`src/rtl/alu_pkg.sv`:
```
// Shared definitions for the ALU controller: opcodes, FSM states, flag masks.
package alu_pkg;

  // Arithmetic and shift opcodes (0xxxx space)
  localparam logic [4:0] OP_ADD    = 5'b00000;
  localparam logic [4:0] OP_ADDINC = 5'b00001;
  localparam logic [4:0] OP_INCA   = 5'b00011;
  localparam logic [4:0] OP_SUBDEC = 5'b00100;
  localparam logic [4:0] OP_SUB    = 5'b00101;
  localparam logic [4:0] OP_DECA   = 5'b00110;
  localparam logic [4:0] OP_LSL    = 5'b01000;
  localparam logic [4:0] OP_ASR    = 5'b01001;

  // Bitwise opcodes (1xxxx space): low nibble is the truth table, indexed by {a,b}
  localparam logic [4:0] OP_ZEROS    = 5'b10000;
  localparam logic [4:0] OP_NOR      = 5'b10001;
  localparam logic [4:0] OP_ANDNOTA  = 5'b10010;
  localparam logic [4:0] OP_PASSNOTA = 5'b10011;
  localparam logic [4:0] OP_ANDNOTB  = 5'b10100;
  localparam logic [4:0] OP_PASSNOTB = 5'b10101;
  localparam logic [4:0] OP_XOR      = 5'b10110;
  localparam logic [4:0] OP_NAND     = 5'b10111;
  localparam logic [4:0] OP_AND      = 5'b11000;
  localparam logic [4:0] OP_XNOR     = 5'b11001;
  localparam logic [4:0] OP_PASSB    = 5'b11010;
  localparam logic [4:0] OP_ORNOTA   = 5'b11011;
  localparam logic [4:0] OP_PASSA    = 5'b11100;
  localparam logic [4:0] OP_ORNOTB   = 5'b11101;
  localparam logic [4:0] OP_OR       = 5'b11110;
  localparam logic [4:0] OP_ONES     = 5'b11111;

  // Flag register layout {O,S,C,Z}
  localparam logic [3:0] MASK_OSCZ = 4'b1111;
  localparam logic [3:0] MASK_SCZ  = 4'b0111;
  localparam logic [3:0] MASK_SZ   = 4'b0101;
  localparam logic [3:0] MASK_Z    = 4'b0001;
  localparam logic [3:0] MASK_NONE = 4'b0000;

  typedef enum logic [1:0] {
    IDLE = 2'd0,
    EXEC = 2'd1,
    DONE = 2'd2
  } state_t;

  // Which flag bits an opcode is allowed to update; undefined opcodes update none
  function automatic logic [3:0] flag_mask(input logic [4:0] op);
    logic [3:0] m;
    m = MASK_NONE;
    case (op)
      OP_ADD, OP_ADDINC, OP_INCA,
      OP_SUBDEC, OP_SUB, OP_DECA:              m = MASK_OSCZ;
      OP_LSL, OP_ASR:                          m = MASK_SCZ;
      OP_ZEROS:                                m = MASK_Z;
      OP_AND, OP_ANDNOTA, OP_ANDNOTB, OP_PASSA,
      OP_XOR, OP_OR, OP_NAND, OP_XNOR,
      OP_PASSNOTA, OP_ORNOTA, OP_PASSNOTB,
      OP_ORNOTB, OP_NOR:                       m = MASK_SZ;
      default:                                 m = MASK_NONE;
    endcase
    return m;
  endfunction

  function automatic logic is_shift(input logic [4:0] op);
    return (op == OP_LSL) || (op == OP_ASR);
  endfunction

endpackage

```
`src/rtl/alu.sv`:
```
// Combinational ALU: add/sub family, single-bit shifts, 16 bitwise functions.
module alu
  import alu_pkg::*;
#(
  parameter int unsigned WIDTH = 32
) (
  input  logic [4:0]       op,
  input  logic [WIDTH-1:0] a,
  input  logic [WIDTH-1:0] b,
  output logic [WIDTH-1:0] res,
  output logic             c,
  output logic             v,
  output logic             err
);

  logic [WIDTH-1:0] y;
  logic             cin;
  logic             arith;
  logic [WIDTH:0]   sum;
  logic [3:0]       tt;

  // All arithmetic ops share one adder as a + y + cin; C is the adder carry-out
  always_comb begin
    y     = '0;
    cin   = 1'b0;
    arith = 1'b1;
    case (op)
      OP_ADD:    begin y = b;  cin = 1'b0; end
      OP_ADDINC: begin y = b;  cin = 1'b1; end
      OP_INCA:   begin y = '0; cin = 1'b1; end
      OP_SUBDEC: begin y = ~b; cin = 1'b0; end
      OP_SUB:    begin y = ~b; cin = 1'b1; end
      OP_DECA:   begin y = '1; cin = 1'b0; end
      default:   arith = 1'b0;
    endcase
  end

  assign sum = {1'b0, a} + {1'b0, y} + {{WIDTH{1'b0}}, cin};
  assign tt  = op[3:0];

  // Result select; shifts move one bit per call, the controller iterates
  always_comb begin
    res = '0;
    c   = 1'b0;
    v   = 1'b0;
    err = 1'b0;
    if (arith) begin
      res = sum[WIDTH-1:0];
      c   = sum[WIDTH];
      v   = (a[WIDTH-1] == y[WIDTH-1]) && (sum[WIDTH-1] != a[WIDTH-1]);
    end else if (op == OP_LSL) begin
      res = {a[WIDTH-2:0], 1'b0};
      c   = a[WIDTH-1];
    end else if (op == OP_ASR) begin
      res = {a[WIDTH-1], a[WIDTH-1:1]};
      c   = a[0];
    end else if (op[4]) begin
      for (int unsigned i = 0; i < WIDTH; i++) begin
        res[i] = tt[{a[i], b[i]}];
      end
    end else begin
      err = 1'b1;
    end
  end

endmodule

```
`src/rtl/alu_ctrl.sv`:
```
// Request/response ALU controller with iterative shifts and a persistent flag register.
module alu_ctrl
  import alu_pkg::*;
#(
  parameter int unsigned WIDTH = 32
) (
  input  logic             CLK,
  input  logic             RST,
  input  logic             REQ_VALID,
  output logic             REQ_READY,
  input  logic [4:0]       REQ_OP,
  input  logic [WIDTH-1:0] REQ_A,
  input  logic [WIDTH-1:0] REQ_B,
  input  logic [4:0]       REQ_SHAMT,
  output logic             RSP_VALID,
  input  logic             RSP_READY,
  output logic [WIDTH-1:0] RSP_RES,
  output logic             RSP_ERR,
  output logic [3:0]       FLAGS,
  output logic             BUSY
);

  state_t           state;
  logic [4:0]       op_q;
  logic [WIDTH-1:0] a_q;
  logic [WIDTH-1:0] b_q;
  logic [4:0]       cnt;
  logic             noop_q;

  logic [WIDTH-1:0] alu_res;
  logic             alu_c;
  logic             alu_v;
  logic             alu_err;
  logic [3:0]       fmask;
  logic [3:0]       fnew;

  alu #(.WIDTH(WIDTH)) u_alu (
    .op  (op_q),
    .a   (a_q),
    .b   (b_q),
    .res (alu_res),
    .c   (alu_c),
    .v   (alu_v),
    .err (alu_err)
  );

  assign fmask = flag_mask(op_q);
  assign fnew  = {alu_v, alu_res[WIDTH-1], alu_c, ~|alu_res};

  // Control FSM; cnt holds remaining extra iterations, so EXEC ends when it is 0
  always_ff @(posedge CLK or posedge RST) begin
    if (RST) begin
      state     <= IDLE;
      REQ_READY <= 1'b1;
      BUSY      <= 1'b0;
      RSP_VALID <= 1'b0;
      RSP_RES   <= '0;
      RSP_ERR   <= 1'b0;
      FLAGS     <= 4'b0000;
      cnt       <= '0;
      op_q      <= '0;
      a_q       <= '0;
      b_q       <= '0;
      noop_q    <= 1'b0;
    end else begin
      case (state)
        IDLE: begin
          if (REQ_VALID && REQ_READY) begin
            op_q      <= REQ_OP;
            a_q       <= REQ_A;
            b_q       <= REQ_B;
            noop_q    <= is_shift(REQ_OP) && (REQ_SHAMT == 5'd0);
            cnt       <= (is_shift(REQ_OP) && (REQ_SHAMT != 5'd0)) ? REQ_SHAMT - 5'd1 : 5'd0;
            state     <= EXEC;
            REQ_READY <= 1'b0;
            BUSY      <= 1'b1;
          end
        end
        EXEC: begin
          if (cnt == 5'd0) begin
            state     <= DONE;
            RSP_VALID <= 1'b1;
            RSP_ERR   <= alu_err;
            RSP_RES   <= noop_q ? a_q : alu_res;
            if (!noop_q) begin
              FLAGS <= (FLAGS & ~fmask) | (fnew & fmask);
            end
          end else begin
            cnt <= cnt - 5'd1;
            a_q <= alu_res;
          end
        end
        DONE: begin
          if (RSP_READY) begin
            state     <= IDLE;
            RSP_VALID <= 1'b0;
            REQ_READY <= 1'b1;
            BUSY      <= 1'b0;
          end
        end
        default: begin
          state     <= IDLE;
          RSP_VALID <= 1'b0;
          REQ_READY <= 1'b1;
          BUSY      <= 1'b0;
        end
      endcase
    end
  end

endmodule

```
`config.mk`:
```
export PLATFORM = sky130hd
export DESIGN_NAME = alu_ctrl
export DESIGN_NICKNAME = d
export VERILOG_FILES = /design/src/rtl/alu_pkg.sv /design/src/rtl/alu.sv /design/src/rtl/alu_ctrl.sv
export SDC_FILE = /design/constraint.sdc
export NUM_CORES = 1
export LEC_CHECK = 0
export BUFFER_PORTS_ARGS = -buffer_cell sky130_fd_sc_hd__buf_2
export CAP_MARGIN = 5
export CORE_MARGIN = 2
export CORE_UTILIZATION = 30
export DETAILED_ROUTE_END_ITERATION = 8
export SLEW_MARGIN = 20
export SYNTH_ARGS = -nofsm -noshare
export SYNTH_HDL_FRONTEND = slang
export SYNTH_HIERARCHICAL = 1
export SYNTH_SLANG_ARGS = --single-unit
```
`constraint.sdc`:
```
create_clock -name CLK -period 8.4 [get_ports CLK]
set_clock_uncertainty 0.1 [all_clocks]
set_input_delay 1.68 -clock CLK [delete_from_list [all_inputs] [get_ports CLK]]
set_output_delay 1.68 -clock CLK [all_outputs]
set_load 0.01 [all_outputs]
```
# --- After elaboration in Yosys (flattened, before gate mapping) ---
# Memory sizes are Yosys's and may differ from the RTL's.
# Cells that the tools add are included.
# Widths: inputs -> output; s select.
word_totals:
  rom_bits: 128
  mem_count: 1
  output_inout_bits: 40
  register_bits: 117
  word_cells: 197
memory_table:
  columns: ["name", "depth", "width", "read_ports", "rd_ports_with_merged_regs", "wr", "line", "source"]
  rows:
  - ["(name not given)", 32, 4, 1, 0, 0, "alu_pkg.sv:49", "case (op)"]
classes:
  magnitude_cmp: 32
  reduce_logical: 24
  n_eq_ne: 17
  n_mux: 99
  add_sub_neg: 4
  n_bitwise: 8
op_table:
  columns: ["cell", "n"]
  rows:
  - ["$mux 32", 7]
  - ["$lt 2x3->1 const B", 32]
  - ["$pmux 32 s3", 1]
  - ["$bmux 1 s2", 32]
  - ["$pmux 32 s2", 1]
  - ["$mux 1", 47]
  - ["$add 32x32->33", 1]
  - ["$add 33x1->33", 1]
  - ["$not 32->32", 1]
  - ["$reduce_or 32->1", 1]
  - ["$eq 5x4->1 const B", 4]
  - ["$eq 5x3->1 const B", 3]
  - ["$logic_not 5->1", 3]
  - ["$mux 5", 3]
  - ["$reduce_and 3->1", 5]
  - ["$pmux 5 s2", 1]
  - ["$sub 5x1->5 const B", 2]
  - ["$pmux 1 s3", 3]
  - ["$and 4x4->4", 2]
  - ["$ne 2x2->1 const B", 4]
  - ["$mux 2", 3]
  - ["$pmux 2 s3", 1]
  - ["$reduce_or 6->1", 1]
  - ["$eq 5x1->1 const B", 1]
  - ["17 further kinds", 24]

# --- Depth between registers and ports, before layout ---
logic_depth:
  ltp_word: 10
  depth_mapped: 20
  mapped_depth_nobuf: 17

# --- Modules after synthesis ---
# The synthesis kept the hierarchy.
modules_own_cells:
  columns: ["mod", "instances", "area_each_um2", "cells_per_inst"]
  rows:
  - ["alu_ctrl", 1, 5208.7, 492]
  - ["alu", 1, 4135.2, 550]

# --- Worst setup path after synthesis ---
# No wires, ideal clock.
synth_path:
  path_kind: "register to register"
  from: "reg op_q[1]"
  to: "reg (tool-made name)"
  period_less_slack_ps: 4279
  slack_ps: 4121
  stages_incl_launch_ff: 19
  setup_time_ps: 128
  arrival_time_ps: 4051
  path_buffers: 2
  path_cell_list: "dfrtp_1 > clkbuf_1 > clkbuf_1 > nand2b_1 > mux2_2 > fa_1 > fa_1 > nor2b_1 > o31a_1 > a21oi_1 > o211ai_2 > nor3_1 > o31ai_1 > xnor2_1 > o22ai_1 > nor4_1 > nand4_1 > nor2_1 > mux2_1"
synth_lines:
  columns: ["element", "line", "source"]
  rows:
  - ["start: declaration", "alu_ctrl.sv:24", "logic [4:0] op_q;"]
  - ["start signal: assignment", "alu_ctrl.sv:61", "op_q <= '0;"]
  - ["start signal: assignment", "alu_ctrl.sv:69", "op_q <= REQ_OP;"]

==> qor.yml <==
sta:
  hold_viol_final: 0
  worst_pin_slew_ps: 956
  relSlewSlack_pct: 36.3
  final-setup-viol-count: 0
  rsz0062_at_grt: "no"
  layout_min_cycle_time_ps: 5700
  min_period_over_period_pct: 67.9
  slew_violations: 0
  fin_setup_tns_ps: 0
  max_freq_ghz: 0.175
final_layout:
  n_antenna_cell: 0
  final_cells: 1519
  multi_input_area_mm2: 0.00604
  final_common_cell: "nor2_1"
  nNetsFinal: 1223
  layout_common_cells: "118 x nor2_1, 117 x buf_2, 114 x dfrtp_1"
  syn_to_final_growth_pct: 17.0
  drive_gt1_share_pct: 24.3
  fillers: 3148
  seqCellArea_mm2: 0.00293
synth:
  avgSynthCellArea_um2: 8.97
  synthFlopType: "dfrtp_1"
  synthesis.area_mm2: 0.00934
  yosys_warnings: 6
  synth_area_leaders: "dfrtp_1 31%, mux4_2 7.7%, mux2i_1 6.6%, mux2_2 5.2%, nor2_1 4.8%"
  synth_cell_type_count: 74
  synth_top_area_cell: "dfrtp_1"
  synthArstFlopShare_pct: 100
  ys_ff_latch: 117
  synthCells: 1042
  synth.top_cell.area_share_pct: 31.1
  synth_enable_flop_cells: 0
  syn-num-nets: 1155
  seq_area_frac_synth_pct: 31.3
route:
  first_iter_violations: 635
  vias: 8337
  avgViaCountPerCell: 5.49
  drc: 0
  ant_nets: 0
  finalWirelength_um: 28100
  first_pass_iters: 6
  wire_per_inst_um: 18.5
job:
  maxCapViolations: 0
clock_tree:
  cts_setup_buffers: 0
  cts_tree: "yes"
  post_cts_resized: 0
  cts_hold_buf: 0
  clock-sinks: 117
  clk_pin_slew_ps: 60
  clock_path_buffers: 2
  htreeDepth: 4
  cts_made_buffers: 17
  clk_root_buffer_cell: "clkbuf_16"
  insertion_delay_ps: 430
placement:
  port_buffers: 117
  dp.cells: 1487
  gp_congestion: 0.921
  dp_hpwl_um: 20000
worst_setup_path:
  crit_arrival_ps: 5910
  slowest_stage: "dfrtp_1"
  critPathMaxStageDelay_ps: 720
  start_kind: "flip-flop"
  critPathKind: "flip-flop to flip-flop"
  cp_cell_sequence: "buf_4, nand3_1, mux2_2, fa_1, fa_1, nor2b_1, o31a_1, o21ai_0, a21boi_0, o21ai_0, a21oi_1, a211oi_1, o32ai_1, nor4_1, nand4_1, nor2_1, mux2_1"
  required_ps: 8610
  crit_fanout: 26
  crit_path_end_kind: "flip-flop"
floorplan:
  die_h_um: 180
  pin_count: 118
  fp-row-count: 64
  start_util_pct: 30.5
  die_area_mm2: 0.0326
  fp.dieW_um: 180
  core_area_mm2: 0.0307
grt:
  grt_first_pass_wirelength_um: 45700
  overflow: 0
  antenna_found_initial: 0
  track_usage_pct: 17.4
  grt_max_degree: 75
  grt_pass1_vias: 8159
power_and_ir_drop:
  powerDensity_mw_per_mm2: 133
  leakage_nw: 5.21
  ir_drop_mv: 0.120
run_status:
  status: "completed"
min_path:
  min_path_type: "flip-flop to flip-flop"
[cells by family after synthesis]
| logic type | after synthesis | synth area share (%) |
|---|---|---|
| compound gates | 263 | 19.1 |
| simple gates | 363 | 18.4 |
| fa+ha+maj | 35 | 4.85 |
| buf+inv | 103 | 4.38 |
| flops | 117 | 31.3 |
| xor+xnor | 22 | 2.06 |
| mux | 139 | 19.8 |
[report_power, final]
part	internal (mW)	leakage, nW	switching [mW]
logic	0.0163	3.27	0.0230
registers	0.564	1.62	0
clock network	0.571	0.329	0.278
[layer usage]
layer,up-vias,GRT usage [%],wire length [um]
li1,3956,-,-
met1,4110,23.9,13200
met2,236,27.8,13000
met3,35,3.07,1410
met4,0,5.26,506
met5,-,0,0
[registers in the layout, summed over array words and instances, names as in the netlist, named ones only]
name,flops
state,2
op_q,5
noop_q,1
RSP_ERR,1
RSP_VALID,1
cnt,5
RSP_RES,32
a_q,32
REQ_READY,1
BUSY,1
b_q,32
[final cells by class]
cell class	count	share of cell area, %
Tap cell	396	4.53
Clock inverter	13	2.08
Inverter	19	0.675
Timing Repair Buffer	133	6.46
Multi-Input combinational cell	822	55.3
Sequential cell	117	26.8
Clock buffer	19	4.14
[worst paths after layout]
path	start	to	slack [ps]	depth (start not counted)
worst max-delay path	op_q[2]	flip-flop	2700	17
worst min-delay path	BUSY	BUSY	390	1
worst max register to register	op_q[2]	flip-flop	2700	17
worst min register to register	BUSY	BUSY	390	1
max in group asynchronous	RST	a_q[12]	5620	3
min in group asynchronous	RST	a_q[31]	1240	2
[worst max-delay path: cells and delay by family (launching register included)]
family	cells	cell delay, ps
mux	2	800
simple gates	5	1150
fa+ha+maj	2	910
buf+inv	1	400
compound gates	7	1490
flops	1	720
[metrics by stage]
step	area, um^2	hold WS [ps]	power (mW)	setup slack (ps)	utilization (%)
floorplan	9340	380	0.588	3520	-
global placement	10200	374	0.615	2720	33.4
detailed placement	10200	380	0.615	2760	33.4
CTS	10900	393	1.47	2720	35.6
global route	10900	407	1.50	2250	35.6
finish	10900	386	1.45	2700	35.6
[cell usage after synthesis, types with 4 or more instances]
master and count:
a21o_1 14, a21oi_1 65, a22o_1 4, a22oi_1 29, a31oi_1 37, buf_2 18, clkbuf_1 66, dfrtp_1 116
ha_1 33, inv_1 19, mux2_2 43, mux2i_1 62, mux4_2 32, nand2_1 109, nand2b_1 68, nand3_1 13
nand4_1 10, nor2_1 119, nor3_1 13, nor4_1 9, o211ai_1 5, o21a_1 11, o21ai_0 24, o22ai_1 20
o31ai_1 4, o32ai_1 8, xnor2_1 16, xor2_1 6
No activity file was read; power rests on OpenSTA's default activity.
